## config.mk

```make
export PLATFORM = sky130hd
export DESIGN_NAME = id_ex_stage
export DESIGN_NICKNAME = d
export VERILOG_FILES = /design/src/rtl/core_pkg.sv /design/src/rtl/load_use_detect.sv /design/src/rtl/id_ex_stage.sv
export SDC_FILE = /design/constraint.sdc
export NUM_CORES = 1
export LEC_CHECK = 0
export ABC_AREA = 1
export CORE_MARGIN = 2
export CORE_UTILIZATION = 40
export CTS_CLUSTER_DIAMETER = 150
export CTS_CLUSTER_SIZE = 12
export DETAILED_ROUTE_END_ITERATION = 10
export PLACE_DENSITY_LB_ADDON = 0.2
export SLEW_MARGIN = 25
export SYNTH_ARGS = -nofsm -noshare
export SYNTH_HDL_FRONTEND = slang
export SYNTH_HIERARCHICAL = 1
export SYNTH_SLANG_ARGS = --single-unit
```

## constraint.sdc

```tcl
create_clock -name clk_i -period 5.5 [get_ports clk_i]
set_input_delay 1.375 -clock clk_i [delete_from_list [all_inputs] [get_ports clk_i]]
set_output_delay 1.375 -clock clk_i [all_outputs]
set_load 0.02 [all_outputs]
```

## src/rtl/core_pkg.sv

```systemverilog
// Shared RV32I pipeline types: ALU operation codes and the ID/EX stage register layout.
package core_pkg;

    localparam int CORE_XLEN = 32;

    typedef enum logic [3:0] {
        ALU_ADD  = 4'd0,
        ALU_SUB  = 4'd1,
        ALU_SLL  = 4'd2,
        ALU_SLT  = 4'd3,
        ALU_SLTU = 4'd4,
        ALU_XOR  = 4'd5,
        ALU_SRL  = 4'd6,
        ALU_SRA  = 4'd7,
        ALU_OR   = 4'd8,
        ALU_AND  = 4'd9,
        ALU_PASS = 4'd10
    } alu_op_t;

    typedef struct packed {
        logic                 valid;
        logic [CORE_XLEN-1:0] pc;
        logic [4:0]           rs1_addr;
        logic [4:0]           rs2_addr;
        logic [4:0]           rd;
        logic                 write_rd;
        logic                 wb_use_mem;
        alu_op_t              alu_op;
        logic                 use_imm;
        logic [CORE_XLEN-1:0] imm;
    } id_ex_t;

    // A bubble must never look like a producer, so write_rd and wb_use_mem stay 0.
    localparam id_ex_t ID_EX_BUBBLE = '0;

endpackage

```

## src/rtl/load_use_detect.sv

```systemverilog
// Flags a decode instruction that reads the destination of a load currently in ID/EX.
module load_use_detect
    import core_pkg::*;
(
    input  id_ex_t     id_ex,
    input  logic       id_valid,
    input  logic [4:0] rs1_addr,
    input  logic [4:0] rs2_addr,
    input  logic       rs1_used,
    input  logic       rs2_used,
    output logic       load_use
);

    logic producer_is_load;
    logic rs1_hit;
    logic rs2_hit;

    // x0 is never a real dependency, hence the rd != 0 qualifier.
    assign producer_is_load = id_ex.valid & id_ex.wb_use_mem & id_ex.write_rd & (id_ex.rd != 5'd0);
    assign rs1_hit          = rs1_used & (rs1_addr == id_ex.rd);
    assign rs2_hit          = rs2_used & (rs2_addr == id_ex.rd);
    assign load_use         = producer_is_load & id_valid & (rs1_hit | rs2_hit);

endmodule

```

## src/rtl/id_ex_stage.sv

```systemverilog
// ID/EX pipeline register with load-use bubble insertion, forwarding operand muxes
// and refresh of held operands while Execute is frozen.
module id_ex_stage
    import core_pkg::*;
#(
    parameter int XLEN  = CORE_XLEN,
    parameter int CNT_W = 16
) (
    input  logic            clk_i,
    input  logic            rst_i,
    input  logic            id_valid_i,
    input  logic [XLEN-1:0] id_pc_i,
    input  logic [4:0]      id_rs1_addr_i,
    input  logic [4:0]      id_rs2_addr_i,
    input  logic            id_rs1_used_i,
    input  logic            id_rs2_used_i,
    input  logic [XLEN-1:0] id_rs1_rdata_i,
    input  logic [XLEN-1:0] id_rs2_rdata_i,
    input  logic [XLEN-1:0] id_imm_i,
    input  logic [4:0]      id_rd_addr_i,
    input  logic            id_write_rd_i,
    input  logic            id_wb_use_mem_i,
    input  alu_op_t         id_alu_op_i,
    input  logic            id_use_imm_i,
    input  logic            hold_i,
    input  logic            flush_i,
    input  logic            fwd_ex_mem_rs1_i,
    input  logic            fwd_ex_mem_rs2_i,
    input  logic            fwd_mem_wb_rs1_i,
    input  logic            fwd_mem_wb_rs2_i,
    input  logic [XLEN-1:0] fwd_ex_mem_data_i,
    input  logic [XLEN-1:0] fwd_mem_wb_data_i,
    output id_ex_t          id_ex_o,
    output logic [XLEN-1:0] operand_a_o,
    output logic [XLEN-1:0] operand_b_o,
    output logic            stall_id_o,
    output logic [CNT_W-1:0] bubble_count_o
);

    id_ex_t          id_ex_q;
    logic [XLEN-1:0] rs1_data_q;
    logic [XLEN-1:0] rs2_data_q;
    logic [CNT_W-1:0] bubble_cnt_q;
    logic            load_use;
    logic [XLEN-1:0] rs1_fwd;
    logic [XLEN-1:0] rs2_fwd;
    id_ex_t          id_capture;

    load_use_detect u_load_use_detect (
        .id_ex    (id_ex_q),
        .id_valid (id_valid_i),
        .rs1_addr (id_rs1_addr_i),
        .rs2_addr (id_rs2_addr_i),
        .rs1_used (id_rs1_used_i),
        .rs2_used (id_rs2_used_i),
        .load_use (load_use)
    );

    assign stall_id_o = !flush_i & (hold_i | load_use);

    // EX/MEM is the younger producer, so it takes precedence over MEM/WB.
    always_comb begin
        rs1_fwd = rs1_data_q;
        if (fwd_ex_mem_rs1_i)
            rs1_fwd = fwd_ex_mem_data_i;
        else if (fwd_mem_wb_rs1_i)
            rs1_fwd = fwd_mem_wb_data_i;

        rs2_fwd = rs2_data_q;
        if (fwd_ex_mem_rs2_i)
            rs2_fwd = fwd_ex_mem_data_i;
        else if (fwd_mem_wb_rs2_i)
            rs2_fwd = fwd_mem_wb_data_i;
    end

    always_comb begin
        id_capture            = ID_EX_BUBBLE;
        id_capture.valid      = id_valid_i;
        id_capture.pc         = id_pc_i;
        id_capture.rs1_addr   = id_rs1_addr_i;
        id_capture.rs2_addr   = id_rs2_addr_i;
        id_capture.rd         = id_rd_addr_i;
        id_capture.write_rd   = id_write_rd_i;
        id_capture.wb_use_mem = id_wb_use_mem_i;
        id_capture.alu_op     = id_alu_op_i;
        id_capture.use_imm    = id_use_imm_i;
        id_capture.imm        = id_imm_i;
    end

    always_ff @(posedge clk_i or posedge rst_i) begin
        if (rst_i) begin
            id_ex_q      <= ID_EX_BUBBLE;
            rs1_data_q   <= '0;
            rs2_data_q   <= '0;
            bubble_cnt_q <= '0;
        end else if (flush_i) begin
            id_ex_q <= ID_EX_BUBBLE;
        end else if (hold_i) begin
            // A forwarding source may retire during the hold; latch it while it is visible.
            if (fwd_ex_mem_rs1_i | fwd_mem_wb_rs1_i)
                rs1_data_q <= rs1_fwd;
            if (fwd_ex_mem_rs2_i | fwd_mem_wb_rs2_i)
                rs2_data_q <= rs2_fwd;
        end else if (load_use) begin
            id_ex_q <= ID_EX_BUBBLE;
            if (bubble_cnt_q != {CNT_W{1'b1}})
                bubble_cnt_q <= bubble_cnt_q + 1'b1;
        end else begin
            id_ex_q    <= id_capture;
            rs1_data_q <= id_rs1_rdata_i;
            rs2_data_q <= id_rs2_rdata_i;
        end
    end

    assign id_ex_o        = id_ex_q;
    assign operand_a_o    = rs1_fwd;
    assign operand_b_o    = id_ex_q.use_imm ? id_ex_q.imm : rs2_fwd;
    assign bubble_count_o = bubble_cnt_q;

endmodule

```

==> metrics.md <==
| Metric | Value |
|---|---|
| Max Cap Viol | `0` |
| DR DRC count | `0` |
| CP top delay family | `buffers and inverters` |
| Placed wire-length estimate | `about 29000 um` |
| Crit share post-route | `89.5%` |
| Vias in the first global route | `approximately 10k` |
| Setup WS post-layout | `0.578 ns` |
| Min-Delay Startpoint | `rs1_data_q[2]` |
| VDD IR max | `0.000177 V` |
| Root buf cell | `clkbuf_16` |
| Inserted Clock Buffers | `17` |
| Number of diodes | `0` |
| Die Width | `160 um` |
| Critical path cell sequence | `clkdlybuf4s50_1, buf_4, nand2_1, nand3_1, o21ai_0, o21ai_1, clkdlybuf4s50_1` |
| Routability Congestion | `0.913` |
| Vias | `10.7k` |
| Post-CTS Setup Bufs | `0` |
| Worst Path Required | `4.12 ns` |
| First-pass GRT wire length | `roughly 60000 um` |
| Crit-path max cell delay | `0.63 ns` |
| Core ar. | `about 24000 um2` |
| DR iter-0 viols | `1026` |
| Total GRT Usage | `30.3%` |
| CP max-delay cell | `clkdlybuf4s50_1` |
| Num rows | `57` |
| Number of enable flip-flop cells after synthesis | `0` |
| Worst-margin pin slew | `1.15 ns` |
| Most frequent CP cell | `clkdlybuf4s50_1` |
| Die ar. | `25700 um2` |
| Yosys top cell by area | `dfrtp_1` |
| Drt pass-1 iters | `5` |
| Crit path max fanout | `21` |
| Relative slew slack | `23.1%` |
| FMAX | `0.203 GHz` |
| Syn nets | `1605` |
| Number of I/O pins | `393` |
| Crit path buf inv count | `3` |
| Critical path launch point type | `primary input` |
| Sequential Area | `about 4200 um2` |
| Worst setup path start | `fwd_mem_wb_rs2_i` |
| Endpoint type of the worst setup path | `output pin` |
| Flops & latches, synth | `167` |
| Clock Tree Buf Depth | `2` |
| Hold_buf cts | `0` |
| Wire per inst | `19.2 um` |
| Initial Util | `40.5%` |
| Synth top area cells | `dfrtp_1 (43%), nand2_1 (15%), nand3_1 (8.6%)` |
| Post-synth cell types | `26` |
| Place WS | `0.601 ns` |
| Clock-pin slew on the worst setup and hold paths | `roughly 0.07 ns` |
| Crit Reg-Reg Startpoint | `id_ex_o[41]` |
| H-tree depth | `4` |
| Worst-skew pair later-pin latency | `~0.44 ns` |
| Worst Setup Path Type | `in2out` |
| Fill cell count | `2286` |
| Fin crit period | `4.92 ns` |
| Worst Skew | `0.0153 ns` |
| Final wirelength | `between 30000 and 40000 um` |
| Synth Cell Area | `9760 um2` |
| Largest net degree at the start of global routing | `approximately 180` |
| Register area share after synthesis | `42.8%` |
| RSZ-0062 raised after global routing | `false` |
| Share of cells above drive strength 1 | `around 4.7%` |
| Worst EP arrival | `3.55 ns` |
| CTS Sinks | `167` |
| Grt total ovfl | `0` |
| Static leakage | `about 6.1 nW` |
| Area of the multi-input gates | `roughly 4800 um2` |
| Port buffer count | `392` |
| Worst min path class | `reg2reg` |
| Status | `finished clean` |
| Setup TNS | `0 ns` |
| Final Hold Viols | `0` |
| Final net count | `1931` |
| Area Growth Syn to Fin | `47.7%` |
| Slew Viols, Final | `0` |
| Gate Count Post-Synth | `1379` |
| Yosys top cell area share | `42.8%` |
| Syn avg cell area | `7.08 um2` |
| Power Dens Cells | `247 nW/um2` |
| Yosys warns | `6` |
| Synth Flop Type | `dfrtp_1` |
| CTS tree | `built` |
| Finish-stage setup viols | `0` |
| ANT nets after route | `0` |
| Post-cts sizing count | `0` |
| Initial antenna violation count | `1` |
| Die Y | `around 160 um` |
| Vias per cell | `5.26` |
| Async S/R FF share, synth | `100%` |
[metal layers]
| layer | share of wire (%) | GRT usage (%) | vias to the layer above |
|---|---|---|---|
| met1 | 42 | 39.1 | 5021 |
| met3 | 8.0 | 7.53 | 62 |
| met5 | 0.041 | 0 | - |
| met2 | 47 | 50.2 | 424 |
| met4 | 2.4 | 9.83 | 2 |
| li1 | - | - | 5233 |
[path summary, 6_finish.rpt]
path,end,slack (ns),cells past startpoint
hold / removal,rs1_data_q[2],0.48,2
max in group asynchronous,id_ex_o[32],3.01,3
hold reg to reg,rs1_data_q[2],0.48,2
setup / recovery,operand_b_o[18],0.58,7
min in group asynchronous,bubble_count_o[9],1.41,3
setup reg to reg,rs1_data_q[10],2.80,13
[cells in the mapped netlist (7+ instances only)]
| cell | number |
|---|---|
| buf_1 | 7 |
| dfrtp_1 | 167 |
| nand2_1 | 388 |
| inv_1 | 74 |
| and2_1 | 19 |
| buf_2 | 50 |
| nand3_1 | 167 |
| o21ai_1 | 58 |
| nor2_1 | 89 |
| inv_2 | 12 |
| o21a_1 | 13 |
| o21ai_0 | 151 |
| clkbuf_1 | 42 |
| a21oi_1 | 54 |
| o211ai_1 | 64 |
[sequential cells by signal (all words and copies together), names as in the netlist]
name / flops
bubble_count_o: 16
id_ex_o: 87
rs1_data_q: 32
rs2_data_q: 32
[cells in the final DEF (no fill, tap or decap), drive strengths merged]
cell type	count
and2	19
nand2	391
buf	21
o21ai	209
clkbuf	17
nand3	168
dfrtp	167
clkdlybuf4s50	391
clkinv	4
xnor2	1
nand4	2
a21oi	56
ha	1
xor2	1
nor3	1
inv	95
nor2	95
o211ai	64
clkinvlp	2
o21a	13
[area by class of cell]
class,instances,area share (%)
clock buffers,17,2.95
clock inverters,15,1.16
inverters,86,2.28
multi-input cells,1021,33.2
flip-flops and latches,167,29.0
well taps,324,2.81
repair buffers,412,28.6
[worst reg2reg max path: cells and delay by family, from the launching register on]
family / cells / cell delay [ns]
buffers and inverters: 3 / 0.73
AO/OA/AOI/OAI: 2 / 0.35
AND/OR/NAND/NOR: 8 / 1.09
flip-flops: 1 / 0.42
[through the flow]
step / cells / hold slack [ns] / instance area, um2 / utilization (%) / total power, mW
floorplan: 1379 / 0.449 / 9760 / - / 1.86
global placement: 2010 / 0.461 / 13800 / 57.3 / 2.34
detailed placement: 2010 / 0.469 / 13800 / 57.3 / 2.35
CTS: 2042 / 0.486 / 14400 / 59.8 / 3.58
global route: 2042 / 0.506 / 14400 / 59.8 / 3.72
finish: 2042 / 0.483 / 14400 / 59.8 / 3.56
[power breakdown]
part | switching, mW | internal (mW) | total [mW] | leakage [nW]
Combinational | 0.507 | 0.426 | 0.933 | 3.72
Clock | 0.615 | 0.615 | 1.23 | 0.289
Sequential | 0.0694 | 1.33 | 1.40 | 2.13
Total | 1.19 | 2.37 | 3.56 | 6.14
[cell families after synthesis]
logic type                 after synthesis  share of synthesized area (%)
xor gates and xnor gates                 2                          0.180
DFF                                    167                           42.8
adders and majority gates                1                          0.128
buffers and inverters                  191                           8.22
AOI/OAI and AO/OA                      342                           19.6
and+or+nand+nor                        676                           29.0
No activity file was read; power rests on OpenSTA's default activity.
